$ cat src/rtl/frame_seq_pkg.sv
// rtl/frame_seq_pkg.sv - shared states, constants and LFSR helper for the frame sequencer
package frame_seq_pkg;

    localparam int         FRAME_W   = 9;
    localparam logic [1:0] LEVEL_MAX = 2'd3;
    localparam logic [7:0] LFSR_TAPS = 8'hB8;
    localparam logic [7:0] LFSR_SEED = 8'h01;

    typedef enum logic [1:0] {
        FADE_IN  = 2'd0,
        HOLD     = 2'd1,
        FADE_OUT = 2'd2,
        NEXT     = 2'd3
    } seq_state_t;

    // Fibonacci step for x^8+x^6+x^5+x^4+1: shift left, feed back the tap parity
    function automatic logic [7:0] lfsr_next(input logic [7:0] cur);
        return {cur[6:0], ^(cur & LFSR_TAPS)};
    endfunction

endpackage

$ cat src/rtl/frame_sequencer_if.sv
// rtl/frame_sequencer_if.sv - control inputs and frame outputs of the frame sequencer
interface frame_sequencer_if;
    import frame_seq_pkg::*;

    logic               vsync;
    logic               pause;
    logic               step;
    logic [1:0]         speed;
    logic               frame_tick;
    logic [FRAME_W-1:0] frame_no;
    logic [1:0]         scene;
    logic [1:0]         level;

    modport master (
        input  vsync, pause, step, speed,
        output frame_tick, frame_no, scene, level
    );

    modport slave (
        output vsync, pause, step, speed,
        input  frame_tick, frame_no, scene, level
    );

endinterface

$ cat src/rtl/frame_edge_det.sv
// rtl/frame_edge_det.sv - vsync edge pulse plus single-step request tracking
module frame_edge_det #(
    parameter bit VSYNC_ACT_LOW = 1'b1
) (
    input  logic clk,
    input  logic rst_n,
    input  logic vsync,
    input  logic pause,
    input  logic step,
    output logic frame_tick,
    output logic adv,
    output logic step_adv
);

    logic vs_act;
    logic vs_q;
    logic tick;
    logic step_q;
    logic step_pend;
    logic step_edge;
    logic pend_eff;

    assign vs_act    = vsync ^ VSYNC_ACT_LOW;
    assign tick      = vs_act & ~vs_q;
    assign step_edge = step & ~step_q;
    // a step edge landing on the tick cycle is consumed by that same tick
    assign pend_eff  = step_pend | (step_edge & pause);
    assign adv       = tick & (~pause | pend_eff);
    assign step_adv  = tick & pend_eff;

    // vsync history keeps sampling through reset so a level held across reset is not a new edge
    always_ff @(posedge clk) begin
        vs_q <= vs_act;
    end

    // registered frame pulse and the pending single-step request
    always_ff @(posedge clk) begin
        if (!rst_n) begin
            frame_tick <= 1'b0;
            step_q     <= 1'b0;
            step_pend  <= 1'b0;
        end else begin
            frame_tick <= tick;
            step_q     <= step;
            if (adv) begin
                step_pend <= 1'b0;
            end else if (step_edge & pause) begin
                step_pend <= 1'b1;
            end
        end
    end

endmodule

$ cat src/rtl/frame_sequencer.sv
// rtl/frame_sequencer.sv - frame counter and scene fade FSM; FRAME_SEQ_RANDOM_EN selects random scene order
module frame_sequencer
    import frame_seq_pkg::*;
#(
    parameter int HOLD_FRAMES   = 240,
    parameter int FADE_FRAMES   = 8,
    parameter int N_SCENES      = 4,
    parameter bit VSYNC_ACT_LOW = 1'b1
) (
    input  logic              clk,
    input  logic              rst_n,
    frame_sequencer_if.master bus
);

    localparam logic [7:0] FADE_LAST = 8'(FADE_FRAMES - 1);
    localparam logic [9:0] HOLD_LAST = 10'(HOLD_FRAMES - 1);
    localparam logic [2:0] SCENE_CNT = 3'(N_SCENES);

    seq_state_t         state, state_n;
    logic [7:0]         fade_cnt, fade_cnt_n;
    logic [9:0]         hold_cnt, hold_cnt_n;
    logic [1:0]         level, level_n;
    logic [1:0]         scene, scene_n;
    logic [1:0]         scene_pick;
    logic [FRAME_W-1:0] frame_no, frame_no_n;
    logic               adv;
    logic               step_adv;

    frame_edge_det #(
        .VSYNC_ACT_LOW (VSYNC_ACT_LOW)
    ) u_edge (
        .clk        (clk),
        .rst_n      (rst_n),
        .vsync      (bus.vsync),
        .pause      (bus.pause),
        .step       (bus.step),
        .frame_tick (bus.frame_tick),
        .adv        (adv),
        .step_adv   (step_adv)
    );

`ifdef FRAME_SEQ_RANDOM_EN
    logic [7:0] lfsr;
    logic [1:0] cand;

    // free-running scene randomiser
    always_ff @(posedge clk) begin
        if (!rst_n) begin
            lfsr <= LFSR_SEED;
        end else begin
            lfsr <= lfsr_next(lfsr);
        end
    end

    // random candidate in range, bumped by one when it would repeat the current scene
    always_comb begin
        cand       = 2'(32'(lfsr[1:0]) % N_SCENES);
        scene_pick = cand;
        if (cand == scene) begin
            scene_pick = (({1'b0, cand} + 3'd1) == SCENE_CNT) ? 2'd0 : cand + 2'd1;
        end
    end
`else
    // round-robin through the scene list
    always_comb begin
        scene_pick = (({1'b0, scene} + 3'd1) == SCENE_CNT) ? 2'd0 : scene + 2'd1;
    end
`endif

    // next frame number, fade counters, level and scene
    always_comb begin
        state_n    = state;
        fade_cnt_n = fade_cnt;
        hold_cnt_n = hold_cnt;
        level_n    = level;
        scene_n    = scene;
        frame_no_n = frame_no;
        if (adv) begin
            frame_no_n = frame_no + (step_adv ? 9'd1 : ({7'd0, bus.speed} + 9'd1));
        end
        unique case (state)
            FADE_IN: begin
                if (adv) begin
                    if (fade_cnt == FADE_LAST) begin
                        fade_cnt_n = '0;
                        level_n    = level + 2'd1;
                        if (level_n == LEVEL_MAX) state_n = HOLD;
                    end else begin
                        fade_cnt_n = fade_cnt + 8'd1;
                    end
                end
            end
            HOLD: begin
                if (adv) begin
                    if (hold_cnt == HOLD_LAST) begin
                        hold_cnt_n = '0;
                        state_n    = FADE_OUT;
                    end else begin
                        hold_cnt_n = hold_cnt + 10'd1;
                    end
                end
            end
            FADE_OUT: begin
                if (adv) begin
                    if (fade_cnt == FADE_LAST) begin
                        fade_cnt_n = '0;
                        level_n    = level - 2'd1;
                        if (level_n == 2'd0) state_n = NEXT;
                    end else begin
                        fade_cnt_n = fade_cnt + 8'd1;
                    end
                end
            end
            NEXT: begin
                scene_n = scene_pick;
                state_n = FADE_IN;
            end
            default: state_n = FADE_IN;
        endcase
    end

    // state and output registers
    always_ff @(posedge clk) begin
        if (!rst_n) begin
            state    <= FADE_IN;
            fade_cnt <= '0;
            hold_cnt <= '0;
            level    <= '0;
            scene    <= '0;
            frame_no <= '0;
        end else begin
            state    <= state_n;
            fade_cnt <= fade_cnt_n;
            hold_cnt <= hold_cnt_n;
            level    <= level_n;
            scene    <= scene_n;
            frame_no <= frame_no_n;
        end
    end

    assign bus.frame_no = frame_no;
    assign bus.scene    = scene;
    assign bus.level    = level;

endmodule

$ cat src/flat_wrapper.sv
// flat-port wrapper written by rule: the top's interface ports become plain ports
module frame_sequencer_flat import frame_seq_pkg::*;
#(
    parameter int HOLD_FRAMES   = 240,
    parameter int FADE_FRAMES   = 8,
    parameter int N_SCENES      = 4,
    parameter bit VSYNC_ACT_LOW = 1'b1
)
  (clk, rst_n, bus_vsync, bus_pause, bus_step, bus_speed, bus_frame_tick, bus_frame_no, bus_scene, bus_level);
  frame_sequencer_if bus_i ();
  input  logic clk;
  input  logic rst_n;
  input wire logic [$bits(bus_i.vsync)-1:0] bus_vsync;
  input wire logic [$bits(bus_i.pause)-1:0] bus_pause;
  input wire logic [$bits(bus_i.step)-1:0] bus_step;
  input wire logic [$bits(bus_i.speed)-1:0] bus_speed;
  output wire logic [$bits(bus_i.frame_tick)-1:0] bus_frame_tick;
  output wire logic [$bits(bus_i.frame_no)-1:0] bus_frame_no;
  output wire logic [$bits(bus_i.scene)-1:0] bus_scene;
  output wire logic [$bits(bus_i.level)-1:0] bus_level;
  assign bus_i.vsync = bus_vsync;
  assign bus_i.pause = bus_pause;
  assign bus_i.step = bus_step;
  assign bus_i.speed = bus_speed;
  assign bus_frame_tick = bus_i.frame_tick;
  assign bus_frame_no = bus_i.frame_no;
  assign bus_scene = bus_i.scene;
  assign bus_level = bus_i.level;
  frame_sequencer #(.HOLD_FRAMES(HOLD_FRAMES), .FADE_FRAMES(FADE_FRAMES), .N_SCENES(N_SCENES), .VSYNC_ACT_LOW(VSYNC_ACT_LOW)) u_core (.clk(clk), .rst_n(rst_n), .bus(bus_i));
endmodule
$ cat config.mk
export PLATFORM = sky130hd
export DESIGN_NAME = frame_sequencer_flat
export DESIGN_NICKNAME = d
export VERILOG_FILES = /design/src/rtl/frame_seq_pkg.sv /design/src/rtl/frame_sequencer_if.sv /design/src/rtl/frame_edge_det.sv /design/src/rtl/frame_sequencer.sv /design/src/flat_wrapper.sv
export SDC_FILE = /design/constraint.sdc
export NUM_CORES = 1
export LEC_CHECK = 0
export BUFFER_PORTS_ARGS = -buffer_cell sky130_fd_sc_hd__buf_2
export CAP_MARGIN = 30
export CORE_UTILIZATION = 65
export CTS_BUF_LIST = sky130_fd_sc_hd__clkbuf_8
export CTS_CLUSTER_SIZE = 20
export DETAILED_ROUTE_END_ITERATION = 12
export MAX_ROUTING_LAYER = met4
export PLACE_DENSITY_LB_ADDON = 0.3
export SLEW_MARGIN = 20
export SYNTH_ARGS = -nofsm -noshare
export SYNTH_HDL_FRONTEND = slang
export SYNTH_SLANG_ARGS = --single-unit
$ cat constraint.sdc
create_clock -name clk -period 4.25 [get_ports clk]
set_clock_uncertainty 0.05 [all_clocks]
set_input_delay 0 -clock clk [delete_from_list [all_inputs] [get_ports clk]]
set_output_delay 0 -clock clk [all_outputs]
set_load 0.01 [all_outputs]
After elaboration in Yosys (flattened, before gate mapping). Index checks and enable logic that the tools add are counted.

Register bits: 37. Input bits: 7. Output and inout port bits: 14. Word-level logic and storage cells: 72.

$add $sub $neg: 8. Equality and inequality tests: 15. Mux-type cells: 18. Bitwise gates (word level): 12. Reduce and logical (&&, ||, !) cells: 9.

Operators with widths (number): $mux 2 (13); $ne 2x1->1 const B (8); $add 10x1->10 const B (1); $eq 10x8->1 const B (1); $mux 10 (1); $add 9x9->9 (1); $mux 9 (1); $add 8x1->8 const B (1); $eq 8x3->1 const B (1); $mux 8 (1); $pmux 2 s4 (1); $reduce_and 8->1 (1); $add 2x1->3 const B (2); $eq 2x2->1 const B (3); $and 1x1->1 (5); $not 1->1 (5); $reduce_and 5->1 (1); $add 2x1->2 const B (2); $logic_not 2->1 (2); $pmux 2 s2 (1); $reduce_and 2->1 (2); $reduce_or 2->1 (2); $eq 3x3->1 const B (1); $eq 2x1->1 const B (1); 3 further kinds (4).

Depth between registers and ports, before layout.
Depth in word-level cells: 8. Gate-level depth with buffers: 10. Gate-level depth less buffers: 10.

Cells and area by module. From an unflattened synthesis, not the netlist that was laid out.

Cell total of the unflattened synthesis: 196. Area, all modules: 1844.3 sq um.

Modules (own cells, without submodules): frame_sequencer (times used 1, cells each 182, area each 1697.9 sq um, seq. area each 660.6 sq um); frame_edge_det (times used 1, cells each 14, area each 146.4 sq um, seq. area each 80.1 sq um).

Worst setup path after synthesis. No wires, ideal clock.

Path type: register to register. Start: register u_core.u_edge.step_q. End: register u_core.frame_no[6], in the netlist u_core.bus.frame_no[6]. Library setup time: 128 ps. Arrival time: 1797 ps. Required time: 4072 ps. Slack: 2276 ps. Cell stages (with the launch flop): 11. Buffers on the path: 0. Clock period less this slack: 1974 ps. Cells stage by stage: dfxtp_1 > nor2b_4 > a21oi_1 > nand2b_1 > nand2_1 > ha_1 > fa_1 > a21oi_1 > nor4b_1 > xnor2_1 > nor2_1.

Word-level cells in the longest chain between the ends: 7. Elaborated cells between the ends (all ways): 9. Those cells by class: add/sub (1); mux (1); bitwise (7).

RTL lines: start, declared (RTL line frame_edge_det.sv:18) `logic step_q;`; start signal, assigned (RTL line frame_edge_det.sv:44) `step_q <= step;`; $not 1->1 (*) (RTL line frame_edge_det.sv:25) `assign step_edge = step & ~step_q;`; $and 1x1->1 (*) (RTL line frame_edge_det.sv:25); $and 1x1->1 (*) (RTL line frame_edge_det.sv:27) `assign pend_eff = step_pend | (step_edge & pause);`; $or 1x1->1 (*) (RTL line frame_edge_det.sv:27); $and 1x1->1 (RTL line frame_edge_det.sv:29) `assign step_adv = tick & pend_eff;`; $mux 9 (RTL line frame_sequencer.sv:79) `frame_no_n = frame_no + (step_adv ? 9'd1 : ({7'd0, bus.speed} + 9'd1));`; $add 9x9->9 (RTL line frame_sequencer.sv:79); end signal, assigned (RTL line frame_sequencer.sv:137) `frame_no <= frame_no_n;`; end, declared (RTL line frame_sequencer.sv:25) `logic [FRAME_W-1:0] frame_no, frame_no_n;`.

Mark *: on every way between the ends. The rest lies on a longest branch, timed or not. A chain may end at the register's enable or synchronous reset.

Worst setup path after layout.
Start: input bus_step. End: register u_core.frame_no[6], in the netlist u_core.bus.frame_no[6].

Word-level cells in the longest chain between the ends: 6. Elaborated cells between the ends (all ways): 8. Those cells by class: add/sub (1); mux (1); bitwise (6).

RTL lines: start, declared (RTL line flat_wrapper.sv:15) `input wire logic [$bits(bus_i.step)-1:0] bus_step;`; $and 1x1->1 (*) (RTL line frame_edge_det.sv:25); $and 1x1->1 (*) (RTL line frame_edge_det.sv:27); $or 1x1->1 (*) (RTL line frame_edge_det.sv:27); $and 1x1->1 (RTL line frame_edge_det.sv:29); $mux 9 (RTL line frame_sequencer.sv:79); $add 9x9->9 (RTL line frame_sequencer.sv:79).

Marks and branches as above.

==> impl_metrics.yaml <==
clock_network:
  cts_max_level: 2
  clk_path_buf_depth: 2
  root_buffer: "clkbuf_8"
  clk_pin_slew_ns: 0.07
  cts_tree: "done"
  cts_buffers: 5
  cts_sinks: 37
  cts_resized: 0
  clk_latency_ns: 0.29
floorplan:
  die_area_um2: 3100
  chipHeight_um: 55.7
  start_util_pct: 68.6
  num_io_pins: 21
  fp.dieW_um: 55.7
  coreArea_um2: 2730
  rows: 19
grt:
  grt_max_degree: 19
  grt_pass1_wl_um: 6740
  grt_use_total_pct: 29.0
  antenna_found_initial: 0
  overflow: 0
  grt_pass1_vias: 1575
routing:
  detail_route.wl_per_cell_um: 14.4
  detail-route-antenna-nets: 0
  via_per_inst: 5.74
  wl_um: 3800
  dr.pass1.iters: 4
  vias: 1510
  drt_iter0_markers: 28
  drc: 0
power:
  power_leakage_nw: 0.870
  swShare_pct: 21.7
  internal-power_mw: 0.559
  peakVddDrop_mv: 0.510
  seq_power_share_pct: 49.8
  p_switching_mw: 0.155
  combPwrFrac_pct: 6.8
  p_clk_share_pct: 43.4
  powerDensity_nw_per_um2: 336
cells_and_area:
  nNetsFinal: 252
  antenna-diode-count: 0
  num-fill-cells: 188
  final_cells: 263
  layout-drive-gt1-share_pct: 16.4
  syn2layout_area_growth_pct: 13.2
critical_path:
  cp_max_fo: 5
  required_ns: 4.37
  worstSetupPathType: "in2reg"
  startpoint_type: "input pin"
  cp-end-kind: "register"
  cp.arrival_ns: 2.64
synthesis:
  ys_seq_area_share_pct: 39.5
  ys_ff_latch: 37
  syn-cell-area_um2: 1880
  ys_warn_count: 0
  synth_edf_count: 0
  synth.distinct_cells: 44
  synth_flop_cell: "dfxtp_1"
  async_flop_share_pct: 0
  synthesis.nets: 226
  avgSynthCellArea_um2: 9.15
  syn_inst: 205
sta:
  slew_headroom_pct: 59.5
  slew_violations: 0
  max_freq_ghz: 0.397
  fin_crit_ns: 2.52
  final-setup-viol-count: 0
  rsz0062_at_grt: "no"
  finalHoldViolCount: 0
  fin_crit_sh_pct: 59.2
  tightest_slew_ns: 0.604
  setup_tns_ns: 0
place:
  dp_cells: 251
  gp_congestion: 0.751
  port_buffers: 20
  dpl.hpwl_um: 2630
min_path:
  hp-class: "in2reg"
run_status:
  status: "completed"
flow_run:
  max-cap-violations: 0
## state kept, by name, summed over array words and instances (netlist names)
register / cells
u_core.bus.level: 2
u_core.bus.frame_no: 9
u_core.u_edge.step_q: 1
u_core.u_edge.step_pend: 1
u_core.state: 2
u_core.u_edge.frame_tick: 1
u_core.hold_cnt: 10
u_core.u_edge.vs_q: 1
u_core.bus.scene: 2
u_core.fade_cnt: 8
## metrics by stage
stage / power (mW) / util (%) / area [um^2] / hold slack (ns) / setup slack [ns]
5_1_grt: 0.737 / 77.7 / 2120 / 0.183 / 1.63
6_report: 0.714 / 77.7 / 2120 / 0.135 / 1.73
2_1_floorplan: 0.396 / - / 1880 / 0.00652 / 2.28
4_1_cts: 0.714 / 77.7 / 2120 / 0.149 / 1.82
3_3_place_gp: 0.404 / 71.9 / 1970 / 0.152 / 2.13
3_5_place_dp: 0.407 / 71.9 / 1970 / 0.166 / 1.90
## cells by family after synthesis
kind of cell             after synthesis  synth area share (%)
AND/OR/NAND/NOR                       89                  25.3
flip-flops                            37                  39.5
multiplexers                           4                  2.13
adder cells (fa/ha/maj)               14                  9.74
XOR/XNOR                              23                  10.7
AO/OA/AOI/OAI                         23                  8.07
buffers and inverters                 15                  4.54
## power by group through the flow
| stage | Sequential (mW) | Combinational (mW) | Clock, mW |
|---|---|---|---|
| floorplan | 0.364 | 0.0322 | 0 |
| global placement | 0.363 | 0.0407 | 0 |
| detailed placement | 0.364 | 0.0434 | 0 |
| CTS | 0.356 | 0.0467 | 0.312 |
| global route | 0.356 | 0.0538 | 0.327 |
| finish | 0.355 | 0.0484 | 0.310 |
## Yosys cell counts, types with 2 or more instances
library cell	number	area share [%]
dfxtp_1	37	39
nor2_1	28	5.6
nand2_1	23	4.6
xnor2_1	16	7.5
ha_1	13	8.7
a21oi_1	9	2.4
inv_1	9	1.8
nor3_1	7	1.9
xor2_1	7	3.3
and2_1	4	1.3
mux2i_1	4	2.1
nand3_1	4	1.1
nand4_1	4	1.3
nor4b_1	3	1.4
o21ai_0	3	0.80
and3_1	2	0.67
clkbuf_8	2	1.5
nand2b_1	2	0.67
o21a_1	2	0.80
or3_1	2	0.67
## cell usage in the layout (no fill, tap or decap), drive strengths merged, types with 4 or more instances in the layout
cell	netlist	final
nand3	4	4
mux2i	4	4
nor2	29	29
clkbuf	3	6
inv	9	10
o21ai	5	5
and2	4	4
dlygate4sd3	0	4
nand2	23	23
xnor2	16	16
nor3	9	9
nand4	5	5
dfxtp	37	37
ha	13	13
a21oi	10	10
xor2	7	7
buf	2	20
## path summary, 6_finish.rpt
kind	start	endpoint	slack, ns	cells after the start
max	bus_step	u_core.bus.frame_no[6]$_SDFFE_PN0P_	1.73	12
min	bus_speed[0]	u_core.bus.frame_no[0]$_SDFFE_PN0P_	0.13	5
max reg2reg	u_core.u_edge.step_q$_SDFF_PN0_	u_core.bus.frame_no[6]$_SDFFE_PN0P_	1.82	9
min reg2reg	u_core.bus.frame_no[0]$_SDFFE_PN0P_	u_core.bus.frame_no[0]$_SDFFE_PN0P_	0.44	2
## area by class of cell
cell class	count	area [um^2]	share of cell area, %
repair buffers	24	140	6.60
flip-flops and latches	37	741	34.9
inverters	10	37.5	1.77
clock inverters	2	33.8	1.59
clock buffers	6	82.6	3.89
well taps	31	38.8	1.83
multi-input cells	153	1050	49.4
## what timing repair did
action	in CTS	in global routing
hold buffers	4	0
setup buffers	0	0
endpoints found under the hold margin	5	0
## worst max-delay path, stage by stage
cell and delay [ns]:
dlygate4sd3_1 0.54, buf_2 0.13, nor2b_4 0.14, a21oi_1 0.21, nand2b_1 0.18, nand2_1 0.07
ha_1 0.21, fa_1 0.41, a21oi_1 0.33, nor4b_1 0.14, xnor2_1 0.22, nor2_1 0.05
## routing by layer
layer,routed length [um],global-route usage [%]
met1,1580,30.2
met2,1950,50.8
met3,140,7.67
met4,130,13.9
met5,0,-
No activity file was read; power rests on OpenSTA's default activity.
